===== src/rtl/kb_input_port.sv =====
// Keyboard input port: synchronizes a key strobe, queues key codes in a small FIFO and presents the head to the core.
// Define KB_OVERRUN_STICKY_EN to make kb_overrun a sticky flag cleared by kb_ovr_clr; otherwise it is a one-cycle pulse.
module kb_input_port #(
   parameter int DATA_W = 8,
   parameter int DEPTH  = 4
) (
   input  logic                     clk,
   input  logic                     rst,
   input  logic [DATA_W-1:0]        key_code,
   input  logic                     key_strobe,
   input  logic                     kb_rd,
   input  logic                     kb_ovr_clr,
   output logic [DATA_W-1:0]        KB_input,
   output logic                     kb_ready,
   output logic [$clog2(DEPTH):0]   kb_count,
   output logic                     kb_overrun
);

   localparam int PW = $clog2(DEPTH);
   localparam int CW = PW + 1;
   localparam logic [CW-1:0] FULL_COUNT = CW'(DEPTH);

   logic              s1_q, s1_d, s2_q, s2_d, s3_q, s3_d;
   logic [PW-1:0]     wr_ptr_q, wr_ptr_d, rd_ptr_q, rd_ptr_d;
   logic [CW-1:0]     count_q, count_d;
   logic [DATA_W-1:0] head_q, head_d;
   logic              ready_q, ready_d;
   logic              ovr_q, ovr_d;
   logic [DATA_W-1:0] mem_q [DEPTH];

   logic push_evt, is_empty, is_full, do_push, do_pop, drop;

   always_comb begin
      s1_d     = key_strobe;
      s2_d     = s1_q;
      s3_d     = s2_q;
      push_evt = s2_q & ~s3_q;
      is_empty = (count_q == '0);
      is_full  = (count_q == FULL_COUNT);
      do_pop   = kb_rd & ~is_empty;
      // A full FIFO still accepts a push when the same cycle frees a slot.
      do_push  = push_evt & (~is_full | do_pop);
      drop     = push_evt & is_full & ~do_pop;

      wr_ptr_d = do_push ? wr_ptr_q + PW'(1) : wr_ptr_q;
      rd_ptr_d = do_pop  ? rd_ptr_q + PW'(1) : rd_ptr_q;

      count_d = count_q;
      case ({do_push, do_pop})
         2'b10:   count_d = count_q + CW'(1);
         2'b01:   count_d = count_q - CW'(1);
         default: count_d = count_q;
      endcase

      // The new head may be the code being written this very edge.
      if (count_d == '0)
         head_d = '0;
      else if (do_push && (rd_ptr_d == wr_ptr_q))
         head_d = key_code;
      else
         head_d = mem_q[rd_ptr_d];

      ready_d = (count_d != '0);

`ifdef KB_OVERRUN_STICKY_EN
      if (drop)
         ovr_d = 1'b1;
      else if (kb_ovr_clr)
         ovr_d = 1'b0;
      else
         ovr_d = ovr_q;
`else
      ovr_d = drop;
`endif
   end

`ifndef KB_OVERRUN_STICKY_EN
   logic ovr_clr_unused;
   assign ovr_clr_unused = kb_ovr_clr;
`endif

   always_ff @(posedge clk or negedge rst) begin
      if (!rst) begin
         s1_q     <= 1'b0;
         s2_q     <= 1'b0;
         s3_q     <= 1'b0;
         wr_ptr_q <= '0;
         rd_ptr_q <= '0;
         count_q  <= '0;
         head_q   <= '0;
         ready_q  <= 1'b0;
         ovr_q    <= 1'b0;
      end else begin
         s1_q     <= s1_d;
         s2_q     <= s2_d;
         s3_q     <= s3_d;
         wr_ptr_q <= wr_ptr_d;
         rd_ptr_q <= rd_ptr_d;
         count_q  <= count_d;
         head_q   <= head_d;
         ready_q  <= ready_d;
         ovr_q    <= ovr_d;
      end
   end

   always_ff @(posedge clk) begin
      if (do_push)
         mem_q[wr_ptr_q] <= key_code;
   end

   assign KB_input   = head_q;
   assign kb_ready   = ready_q;
   assign kb_count   = count_q;
   assign kb_overrun = ovr_q;

endmodule


===== config.mk =====
export PLATFORM = sky130hd
export DESIGN_NAME = kb_input_port
export DESIGN_NICKNAME = d
export VERILOG_FILES = /design/src/rtl/kb_input_port.sv
export SDC_FILE = /design/constraint.sdc
export NUM_CORES = 1
export LEC_CHECK = 0
export CORE_MARGIN = 4
export CORE_UTILIZATION = 40
export CTS_CLUSTER_DIAMETER = 200
export DETAILED_ROUTE_END_ITERATION = 7
export PLACE_DENSITY_LB_ADDON = 0.12
export SLEW_MARGIN = 20
export SYNTH_ARGS = -nofsm -noshare
export SYNTH_HDL_FRONTEND = slang
export SYNTH_SLANG_ARGS = --single-unit

===== constraint.sdc =====
create_clock -name clk -period 2.1 [get_ports clk]
set_clock_uncertainty 0.1 [all_clocks]
set_input_delay 0.21 -clock clk [delete_from_list [all_inputs] [get_ports clk]]
set_output_delay 0.21 -clock clk [all_outputs]
set_load 0.01 [all_outputs]

==> results.txt <==
Layout Area Growth over Synthesis = 29.7%
Unrepaired setup endpoints after global routing = yes
Post-Synth Simple-Gate Area = 0.131
Synth cell types = 42
Flop pwr share = 0.363
Routed vias/inst = 5.48
Final Hold Vio Count = 0
Max-cap violations = 0
Share of the synthesized area in the top cell type = 0.394
CTS sink cnt = 52
I/O Buffers = 24
Synth Area in Adders = 0.0287
Num CTS Buffers = 5
Worst vdd ir = 0.521 mV
Rel. slew slack = 0.758
H-Tree Depth = 2
Pin count of the biggest net entering global routing = 21
Synth Register Bits = 52
Post-route DRC = 0
R2r setup slk = -0.03 ns
CP Max Fanout = 16
Die H = 86.1 um
Final Util = 0.535
DRT Wirelength = 5.76 mm
Cell area power density = 1300 mW/mm^2
Initial antenna violation count = 0
Combinational power share = 0.497
Die area = 0.00742 sq mm
Worst hold path type = input port to async pin
Clk pwr share = 0.140
Ratio of cells with drive above 1 in the final layout = 0.227
Critical path startpoint category = register
Synth Area in Compound Gates = 0.170
Die X = 86.1 um
Clock Latency Late Sink = 0.31 ns
Grt ovf = 0
Slew Limit Fails = 0
CTS tree = done
Setup WS post-layout = -0.0292 ns
Internal Power = 2.60 mW
Status = finished with violations
Routability cong. = 0.768
Netlist Area Pre-Place = 0.00244 sq mm
Final setup viols = 1
Switching Power = 1.51 mW
Synth area leaders = edfxtp_1, dfrtp_1, a22oi_1
GRT Overall Usage = 0.169
Starting Density = 0.412
Post-synthesis mux area share = 0.00820
Yosys warning count = 0
Max Root-Sink Buffers = 2
Req. time, crit path = 2.24 ns
DRT iter0 DRCs = 75
Setup CP Type = register to register
Ports = 26
Avg Cell Area, Syn = 11.8 sq um
Largest family of logic cells by synthesized area = compound AO/OA/AOI/OAI gates
Crit end category = register
Root buf cell = clkbuf_8
Synth area leader = edfxtp_1
Fmax = 470 MHz
Clk pin slew, worst setup/hold paths = 0.10 ns
Row cnt = 28
Fin crit period = 2.13 ns
Drt wl/cell = 17.2 um
TNS Setup = -0.0292 ns
Core area = 0.00592 sq mm
Sw frac = 0.368
Final period util = 1.01
Seq/Total Area, Yosys = 0.599
Via count = 1835
Final #Nets = 277
1st-pass router iterations = 4
Synth Instances = 206
Net Count, Synth = 224
Leak Pwr = 1.18 nW
Hold_ws = 0.148 ns
Final ANT Viol Nets = 0
ANT cells = 0
Worst-margin pin slew = 0.363 ns
Hold-fix buffers, CTS = 0
Post-synthesis xor/xnor area fraction = 0.0251
First-pass GRT wire length = 9.49 mm
Arr. time, crit path = 2.27 ns
Failing checks = negative setup slack
Vias in the first global route = 1889
Hpwl dp = 3.88 mm
worst paths after layout:
check / start / endpoint / cells past startpoint
worst max-delay path: kb_count[0] / KB_input[0] / 10
worst min-delay path: rst / s3_q / 2
worst max register to register: kb_count[0] / KB_input[0] / 10
worst min register to register: s1_q / s2_q / 0
max in group asynchronous: rst / kb_count[2] / 2
min in group clk: key_strobe / s1_q / 1
area by class of cell:
type	instances	area (sq um)
sequential	52	1470
timing repair buffer	60	577
multi-input combinational	135	926
clock buffer	6	72.6
fill	528	2750
tap	75	93.8
clock inverter	2	13.8
inverter	5	18.8
power by group through the flow:
stage               registers, mW  logic (mW)  clock network [mW]
CTS                          1.49        1.95               0.597
floorplan                    1.48        1.15                   0
global placement             1.50        1.92                   0
detailed placement           1.51        1.94                   0
global route                 1.52        2.26               0.628
finish                       1.49        2.04               0.577
cells by family after synthesis:
| kind of cell | after synthesis |
|---|---|
| simple gates | 61 |
| buf+inv | 19 |
| mux | 2 |
| flops | 52 |
| compound gates | 60 |
| fa+ha+maj | 5 |
| xor+xnor | 7 |
layer usage:
metal,global-route usage,vias up,share of wire
met5,0,-,0
met4,0.0504,0,0.0070
met3,0.0336,4,0.034
met2,0.292,36,0.51
met1,0.212,914,0.45
li1,-,881,-
synthesized netlist by cell type, drive strengths merged:
master and number:
ha 4, dfrtp 20, a2bb2oi 1, or2 1
inv 5, nor3b 1, a31oi 1, xor2 1
a211o 1, nor2b 1, buf 8, o21ai 12
and2 2, fa 1, a21boi 1, o31ai 2
and2b 1, nor3 4, nand3b 9, a21oi 11
nand2b 2, or4 1, nor2 13, o22ai 7
nand3 8, clkbuf 6, and3 5, o31a 2
o221ai 7, a221oi 1, nand2 13, xnor2 6
edfxtp 32, mux2i 2, a22oi 14
worst max-delay path: stages, from the launching register on:
cell and delay, ns:
dfrtp_2 0.46, buf_4 0.15, buf_4 0.12, nor2_1 0.09, buf_4 0.14, nand3b_1 0.09, and2_1 0.19, a21boi_2 0.17
buf_12 0.15, a211o_1 0.24, a21oi_2 0.14
registers in the layout (all words and copies together) (netlist names):
register    flops
KB_input        8
kb_count        3
kb_overrun      1
kb_ready        1
mem_q          32
rd_ptr_q        2
s1_q            1
s2_q            1
s3_q            1
wr_ptr_q        2
through the flow:
stage	instance area, sq um	worst slack [ns]	cells	power, mW
after floorplan	2460	-0.0232	206	2.63
after CTS	3120	0.00000777	332	4.03
after global placement	3030	-0.126	324	3.42
final	3170	-0.0292	335	4.11
after detailed placement	3030	-0.154	324	3.45
after global routing	3170	-0.136	335	4.41
layout by cell type (no fill, tap or decap), types with 4 or more instances in the layout:
master | Yosys | layout
o221ai_1 | 7 | 7
clkdlybuf4s50_1 | 0 | 24
nand2_1 | 13 | 13
a21oi_1 | 11 | 6
buf_4 | 1 | 30
inv_1 | 4 | 4
o22ai_1 | 7 | 7
and3_1 | 5 | 5
nand3b_1 | 9 | 9
nand3_1 | 8 | 8
ha_1 | 4 | 4
a22oi_1 | 14 | 14
o21ai_0 | 10 | 9
nor2_1 | 12 | 11
edfxtp_1 | 32 | 32
xnor2_1 | 6 | 6
clkbuf_8 | 0 | 5
dfrtp_1 | 20 | 17
a21oi_2 | 0 | 5
buf_12 | 0 | 5
timing repair:
item,CTS,global route
setup endpoints to repair,9,9
gates resized for setup,3,8
setup buffers,0,3
pin swaps,0,2
Power figures use the tool's default switching activity.
